--- src/rtl/mem_req_arbiter.sv ---
// Round-robin arbiter in front of the mem_ctrl command port: one transaction in flight,
// completion detected from mc_command, per-requester response pulse, stalled requests time out.
module mem_req_arbiter #(
  parameter int NUM_REQ = 4,
  parameter int ADDR_W  = 16,
  parameter int DATA_W  = 32,
  parameter int TIMEOUT = 15
) (
  input  logic                        clk,
  input  logic                        rst_n,
  input  logic [NUM_REQ-1:0]          req_valid,
  output logic [NUM_REQ-1:0]          req_ready,
  input  logic [NUM_REQ-1:0]          req_rdnwr,
  input  logic [NUM_REQ*ADDR_W-1:0]   req_addr,
  input  logic [NUM_REQ*DATA_W-1:0]   req_wdata,
  output logic [NUM_REQ-1:0]          rsp_valid,
  output logic [DATA_W-1:0]           rsp_rdata,
  output logic                        rsp_err,
  output logic                        mc_cmd_n,
  output logic                        mc_rdnwr,
  output logic [ADDR_W-1:0]           mc_addr,
  output logic [DATA_W-1:0]           mc_data_in,
  output logic                        mc_data_in_vld,
  input  logic [2:0]                  mc_command,
  input  logic [DATA_W-1:0]           mc_data_out,
  output logic                        busy
);

  localparam int GW = (NUM_REQ > 1) ? $clog2(NUM_REQ) : 1;
  localparam int TW = (TIMEOUT > 0) ? $clog2(TIMEOUT + 1) : 1;

  localparam logic [2:0]         CMD_READ   = 3'b010;
  localparam logic [2:0]         CMD_WRITE  = 3'b011;
  localparam logic [NUM_REQ-1:0] ZERO_REQ   = {NUM_REQ{1'b0}};
  localparam logic [NUM_REQ-1:0] ONE_REQ    = {{(NUM_REQ-1){1'b0}}, 1'b1};
  localparam logic [TW-1:0]      TIMER_ZERO = {TW{1'b0}};
  localparam logic [TW-1:0]      TIMER_ONE  = TW'(1);
  localparam logic [TW-1:0]      TIMER_MAX  = {TW{1'b1}};
  localparam logic [TW-1:0]      TIMER_LIM  = TW'(TIMEOUT);
  localparam logic [GW-1:0]      GRANT_INIT = GW'(NUM_REQ - 1);

  typedef enum logic [1:0] {
    IDLE    = 2'd0,
    ISSUE   = 2'd1,
    CAPTURE = 2'd2,
    RESP    = 2'd3
  } state_t;

  state_t              state_r, state_next_s;
  logic [GW-1:0]       last_grant_r, last_grant_next_s;
  logic [GW-1:0]       owner_r, owner_next_s;
  logic                rdnwr_r, rdnwr_next_s;
  logic [ADDR_W-1:0]   addr_r, addr_next_s;
  logic [DATA_W-1:0]   wdata_r, wdata_next_s;
  logic [TW-1:0]       timer_r, timer_next_s;
  logic [DATA_W-1:0]   rdata_r, rdata_next_s;
  logic                err_r, err_next_s;
  logic [NUM_REQ-1:0]  rsp_valid_r, rsp_valid_next_s;
  logic                mc_cmd_n_r, mc_cmd_n_next_s;
  logic                data_in_vld_r, data_in_vld_next_s;
  logic                busy_r, busy_next_s;

  logic [GW-1:0]       grant_s;
  logic                found_s;

  // Round-robin search starting just after the last granted requester.
  always_comb begin
    logic [GW-1:0] idx_v;
    logic          hit_v;
    grant_s = last_grant_r;
    found_s = 1'b0;
    idx_v   = last_grant_r;
    hit_v   = 1'b0;
    for (int k = 1; k <= NUM_REQ; k++) begin
      idx_v   = GW'((int'(last_grant_r) + k) % NUM_REQ);
      hit_v   = !found_s && req_valid[idx_v];
      grant_s = hit_v ? idx_v : grant_s;
      found_s = found_s | hit_v;
    end
  end

  assign req_ready = ((state_r == IDLE) && found_s) ? (ONE_REQ << grant_s) : ZERO_REQ;

  // Next-state and next register values; outputs are registered from the next state.
  always_comb begin
    state_next_s      = state_r;
    last_grant_next_s = last_grant_r;
    owner_next_s      = owner_r;
    rdnwr_next_s      = rdnwr_r;
    addr_next_s       = addr_r;
    wdata_next_s      = wdata_r;
    timer_next_s      = timer_r;
    rdata_next_s      = rdata_r;
    err_next_s        = err_r;

    case (state_r)
      IDLE: begin
        if (found_s) begin
          state_next_s      = ISSUE;
          owner_next_s      = grant_s;
          last_grant_next_s = grant_s;
          rdnwr_next_s      = req_rdnwr[grant_s];
          addr_next_s       = req_addr[grant_s*ADDR_W +: ADDR_W];
          wdata_next_s      = req_wdata[grant_s*DATA_W +: DATA_W];
          timer_next_s      = TIMER_ZERO;
        end else begin
          state_next_s = IDLE;
        end
      end
      ISSUE: begin
        // A command that does not match the transaction direction is ignored.
        if (!rdnwr_r && (mc_command == CMD_WRITE)) begin
          state_next_s = RESP;
          rdata_next_s = {DATA_W{1'b0}};
          err_next_s   = 1'b0;
        end else if (rdnwr_r && (mc_command == CMD_READ)) begin
          state_next_s = CAPTURE;
        end else if (timer_r == TIMER_LIM) begin
          state_next_s = RESP;
          rdata_next_s = {DATA_W{1'b0}};
          err_next_s   = 1'b1;
        end else begin
          timer_next_s = (timer_r == TIMER_MAX) ? timer_r : (timer_r + TIMER_ONE);
        end
      end
      CAPTURE: begin
        state_next_s = RESP;
        rdata_next_s = mc_data_out;
        err_next_s   = 1'b0;
      end
      RESP: begin
        state_next_s = IDLE;
      end
      default: begin
        state_next_s = IDLE;
      end
    endcase

    mc_cmd_n_next_s    = (state_next_s != ISSUE);
    data_in_vld_next_s = (state_next_s == ISSUE) && !rdnwr_next_s;
    busy_next_s        = (state_next_s != IDLE);
    rsp_valid_next_s   = (state_next_s == RESP) ? (ONE_REQ << owner_next_s) : ZERO_REQ;
  end

  // State and datapath registers; reset abandons any transaction in flight.
  always_ff @(posedge clk or negedge rst_n) begin
    if (!rst_n) begin
      state_r       <= IDLE;
      last_grant_r  <= GRANT_INIT;
      owner_r       <= {GW{1'b0}};
      rdnwr_r       <= 1'b0;
      addr_r        <= {ADDR_W{1'b0}};
      wdata_r       <= {DATA_W{1'b0}};
      timer_r       <= TIMER_ZERO;
      rdata_r       <= {DATA_W{1'b0}};
      err_r         <= 1'b0;
      rsp_valid_r   <= ZERO_REQ;
      mc_cmd_n_r    <= 1'b1;
      data_in_vld_r <= 1'b0;
      busy_r        <= 1'b0;
    end else begin
      state_r       <= state_next_s;
      last_grant_r  <= last_grant_next_s;
      owner_r       <= owner_next_s;
      rdnwr_r       <= rdnwr_next_s;
      addr_r        <= addr_next_s;
      wdata_r       <= wdata_next_s;
      timer_r       <= timer_next_s;
      rdata_r       <= rdata_next_s;
      err_r         <= err_next_s;
      rsp_valid_r   <= rsp_valid_next_s;
      mc_cmd_n_r    <= mc_cmd_n_next_s;
      data_in_vld_r <= data_in_vld_next_s;
      busy_r        <= busy_next_s;
    end
  end

  assign rsp_valid      = rsp_valid_r;
  assign rsp_rdata      = rdata_r;
  assign rsp_err        = err_r;
  assign mc_cmd_n       = mc_cmd_n_r;
  assign mc_rdnwr       = rdnwr_r;
  assign mc_addr        = addr_r;
  assign mc_data_in     = wdata_r;
  assign mc_data_in_vld = data_in_vld_r;
  assign busy           = busy_r;

endmodule


--- config.mk ---
export PLATFORM = sky130hd
export DESIGN_NAME = mem_req_arbiter
export DESIGN_NICKNAME = d
export VERILOG_FILES = /design/src/rtl/mem_req_arbiter.sv
export SDC_FILE = /design/constraint.sdc
export NUM_CORES = 1
export LEC_CHECK = 0
export CAP_MARGIN = 20
export CORE_AREA = 2 2 127 129
export DETAILED_ROUTE_END_ITERATION = 8
export DIE_AREA = 0 0 129 131
export HOLD_SLACK_MARGIN = 0.08
export PLACE_DENSITY = 0.89
export SLEW_MARGIN = 20
export SYNTH_ARGS = -nofsm -noshare
export SYNTH_HDL_FRONTEND = slang
export SYNTH_SLANG_ARGS = --single-unit
--- constraint.sdc ---
create_clock -name clk -period 2.6 [get_ports clk]
set_input_delay 0.78 -clock clk [delete_from_list [all_inputs] [get_ports clk]]
set_output_delay 0.78 -clock clk [all_outputs]
set_load 0.01 [all_outputs]
==> results.py <==
metrics = {
    "run_status": {
        "status": "finished with violations",
        "violations": "setup timing",
    },
    "cts": {
        "cts_tree": "yes",
        "clk_latency_ns": 0.35,
        "postCtsHoldBufs": 0,
        "numCtsBuffers": 9,
        "clk_path_buf_depth": 2,
        "clock_sinks": 99,
        "cts.htree.levels": 3,
        "path_clk_slew_ns": 0.07,
        "cts-root-buf": "clkbuf_16",
    },
    "sta": {
        "finalSetupViolCount": 4,
        "timing.final.ws_setup_ns": -0.0463,
        "finalHoldViolations": 0,
        "fmax_ghz": 0.378,
        "fin_crit_sh_pct": 102,
        "skew_ns": 0.00825,
        "slew-limit-headroom_pct": 52.4,
        "rsz0062_at_grt": "true",
        "worstMarginPinSlew_ns": 0.714,
        "slew_violations": 0,
        "period_needed_ns": 2.65,
    },
    "final_layout": {
        "final_net_count": 1114,
        "fill_cells": 1302,
        "layout_common_cells": "clkdlybuf4s50_1 (320), nand2_1 (102), dfrtp_1 (96)",
        "finish.utilization_pct": 59.8,
        "syn_to_final_growth_pct": 78.9,
        "diodes": 0,
        "final_common_cell": "clkdlybuf4s50_1",
        "layout-drive-gt1-share_pct": 9.88,
    },
    "run": {
        "max_cap_violations": 0,
    },
    "place": {
        "post-place-ws_ns": -0.879,
        "io_buffers": 329,
        "gp_congestion": 0.797,
        "post-dp-hpwl_mm": 13.4,
    },
    "setup_path": {
        "reg2reg_depth": 7,
        "cp.arrival_ns": 1.87,
        "r2r_start": "last_grant_r[1]$_DFFE_PN1P_",
        "r2r_slack_ns": 0.22,
        "crit_path_start_kind": "primary input",
        "rr_endpoint": "mc_data_in[28]$_DFFE_PN0P_",
        "startpoint": "req_valid[0]",
        "worst-setup-path-type": "primary input to primary output",
        "critPathCaptureType": "primary output",
        "critPathCapture": "req_ready[2]",
        "cp.required_ns": 1.82,
        "cp_max_fo": 4,
    },
    "detailed_routing": {
        "drt_iter0_markers": 199,
        "remaining_drc_errors": 0,
        "vias_per_cell": 4.91,
        "first_pass_iters": 4,
        "wl_per_cell_um": 16.3,
        "wirelength_mm": 17.9,
        "vias": 5384,
        "ant_nets": 0,
    },
    "logic_synthesis": {
        "async_flop_share_pct": 100,
        "yosysUniqueCellTypes": 48,
        "synth_top_area_share_pct": 46.1,
        "synthCells": 540,
        "synthFlopType": "dfrtp_1",
        "ys_seq_elements": 99,
        "synth_top_area_cell": "dfrtp_1",
        "syn_avg_cell_area_um2": 9.65,
        "syn-num-nets": 778,
        "yosys-top-cells-area": "dfrtp_1 (46%), mux2i_1 (9.2%), nand2_1 (7.4%)",
        "synth_edf_count": 0,
        "ys_seq_area_share_pct": 47.6,
        "syn_area_mm2": 0.00521,
        "yosys_warnings": 0,
    },
    "floorplan": {
        "design.die.area_mm2": 0.0169,
        "core_mm2": 0.0156,
        "start_util_pct": 33.4,
        "pin_count": 330,
        "num_rows": 46,
        "die_y_um": 131,
        "die_w_um": 129,
    },
    "global_routing": {
        "antenna_found_initial": 0,
        "grt_max_degree": 100,
        "grt_usage_pct": 20.5,
        "grt_pass1_vias": 5407,
        "grt_pass1_wl_mm": 27.1,
        "overflow": 0,
    },
    "pwr": {
        "total_leakage_power_nw": 4.00,
        "max-vdd-ir-drop_uv": 593,
        "cellPowerDensity_mw_per_mm2": 1010,
    },
    "min_path": {
        "min_path_type": "flip-flop to flip-flop",
    },
}
[stage by stage]
step | hold slack, ns | setup TNS [ns] | instance area (um2) | total power [W] | instances
after detailed placement | 0.465 | -30.59 | 9000 | 0.00796 | 1080
after floorplan | 0.484 | -0.0450 | 5260 | 0.00540 | 540
after global placement | 0.459 | -34.00 | 8970 | 0.00779 | 1079
final | 0.475 | -0.108 | 9330 | 0.00938 | 1097
after CTS | 0.481 | -0.182 | 9320 | 0.00946 | 1097
after global routing | 0.512 | -0.299 | 9330 | 0.0100 | 1097
[kinds of logic (layout without fill, tap and decap cells)]
group / Yosys count / in the layout / synth area share [%]
xor gates and xnor gates: 3 / 3 / 0.504
AOI/OAI and AO/OA: 151 / 151 / 22.5
and+or+nand+nor: 189 / 189 / 14.7
buffers and inverters: 46 / 387 / 4.39
muxes: 51 / 51 / 10.0
DFF: 99 / 99 / 47.6
adders and majority gates: 1 / 1 / 0.240
[worst min-delay path by stage]
stage | from | to | slack (ns) | cells past startpoint
after floorplan | rst_n | busy$_DFF_PN0_ | 0.48 | 0
after detailed placement | rsp_err$_DFFE_PN0P_ | rsp_err$_DFFE_PN0P_ | 0.47 | 2
final | rsp_err$_DFFE_PN0P_ | rsp_err$_DFFE_PN0P_ | 0.47 | 2
after global placement | rsp_err$_DFFE_PN0P_ | rsp_err$_DFFE_PN0P_ | 0.46 | 2
after CTS | rsp_err$_DFFE_PN0P_ | rsp_err$_DFFE_PN0P_ | 0.48 | 2
after global routing | rsp_rdata[30]$_DFFE_PN0P_ | rsp_rdata[30]$_DFFE_PN0P_ | 0.51 | 1
[sequential cells by signal (all words and copies together), names as in the netlist]
| signal | count |
|---|---|
| owner_r | 2 |
| mc_data_in_vld | 1 |
| mc_addr | 16 |
| rsp_rdata | 32 |
| mc_rdnwr | 1 |
| mc_cmd_n | 1 |
| mc_data_in | 32 |
| last_grant_r | 2 |
| rsp_err | 1 |
| rsp_valid | 4 |
| timer_r | 4 |
| state_r | 2 |
| busy | 1 |
[area by class of cell]
type	count	area (um2)	area share, %
Clock inverter	5	82.6	0.886
Tap cell	216	270	2.90
Timing Repair Buffer	367	3670	39.4
Sequential cell	99	2480	26.6
Clock buffer	11	233	2.50
Multi-Input combinational cell	395	2570	27.6
Inverter	4	15.0	0.161
[power by group]
group	internal [W]	switching, W
logic	0.00286	0.00245
registers	0.00223	0.000390
clock network	0.000850	0.000600
[routing by layer]
layer  global-route usage, %  share of wire [%]  vias up
li1                        -                  -     2593
met1                    24.6                 40     2530
met4                    7.42                2.1        0
met3                    5.25                7.6       26
met5                       0                  0        -
met2                    35.9                 50      235
[what timing repair did]
action                     4_1_cts  5_1_grt
pin swaps                        6        1
gates resized for setup         38        4
setup endpoints to repair       46       39
gates cloned                     0        0
buffers inserted                 1        0
[critical path: stages]
cell and delay (ns):
buf_8 0.10, or4_4 0.56, and2_4 0.17, nand2_4 0.07, nor2_2 0.04, buf_2 0.14
[synth_stat cells (2+ instances only)]
master	n
buf_4	4
dfrtp_1	96
a32oi_1	3
nor2_1	66
xor2_1	3
a21boi_0	25
nand2b_1	2
mux2i_1	48
buf_6	3
a21oi_1	3
a31o_2	2
nor3_1	4
clkbuf_1	18
a21boi_1	24
dfstp_2	3
inv_1	4
nor2b_1	2
and2_1	2
a31oi_1	48
nand2_1	103
buf_2	15
mux2_4	2
buf_1	2
a22o_1	34
No activity file was read; power rests on OpenSTA's default activity.
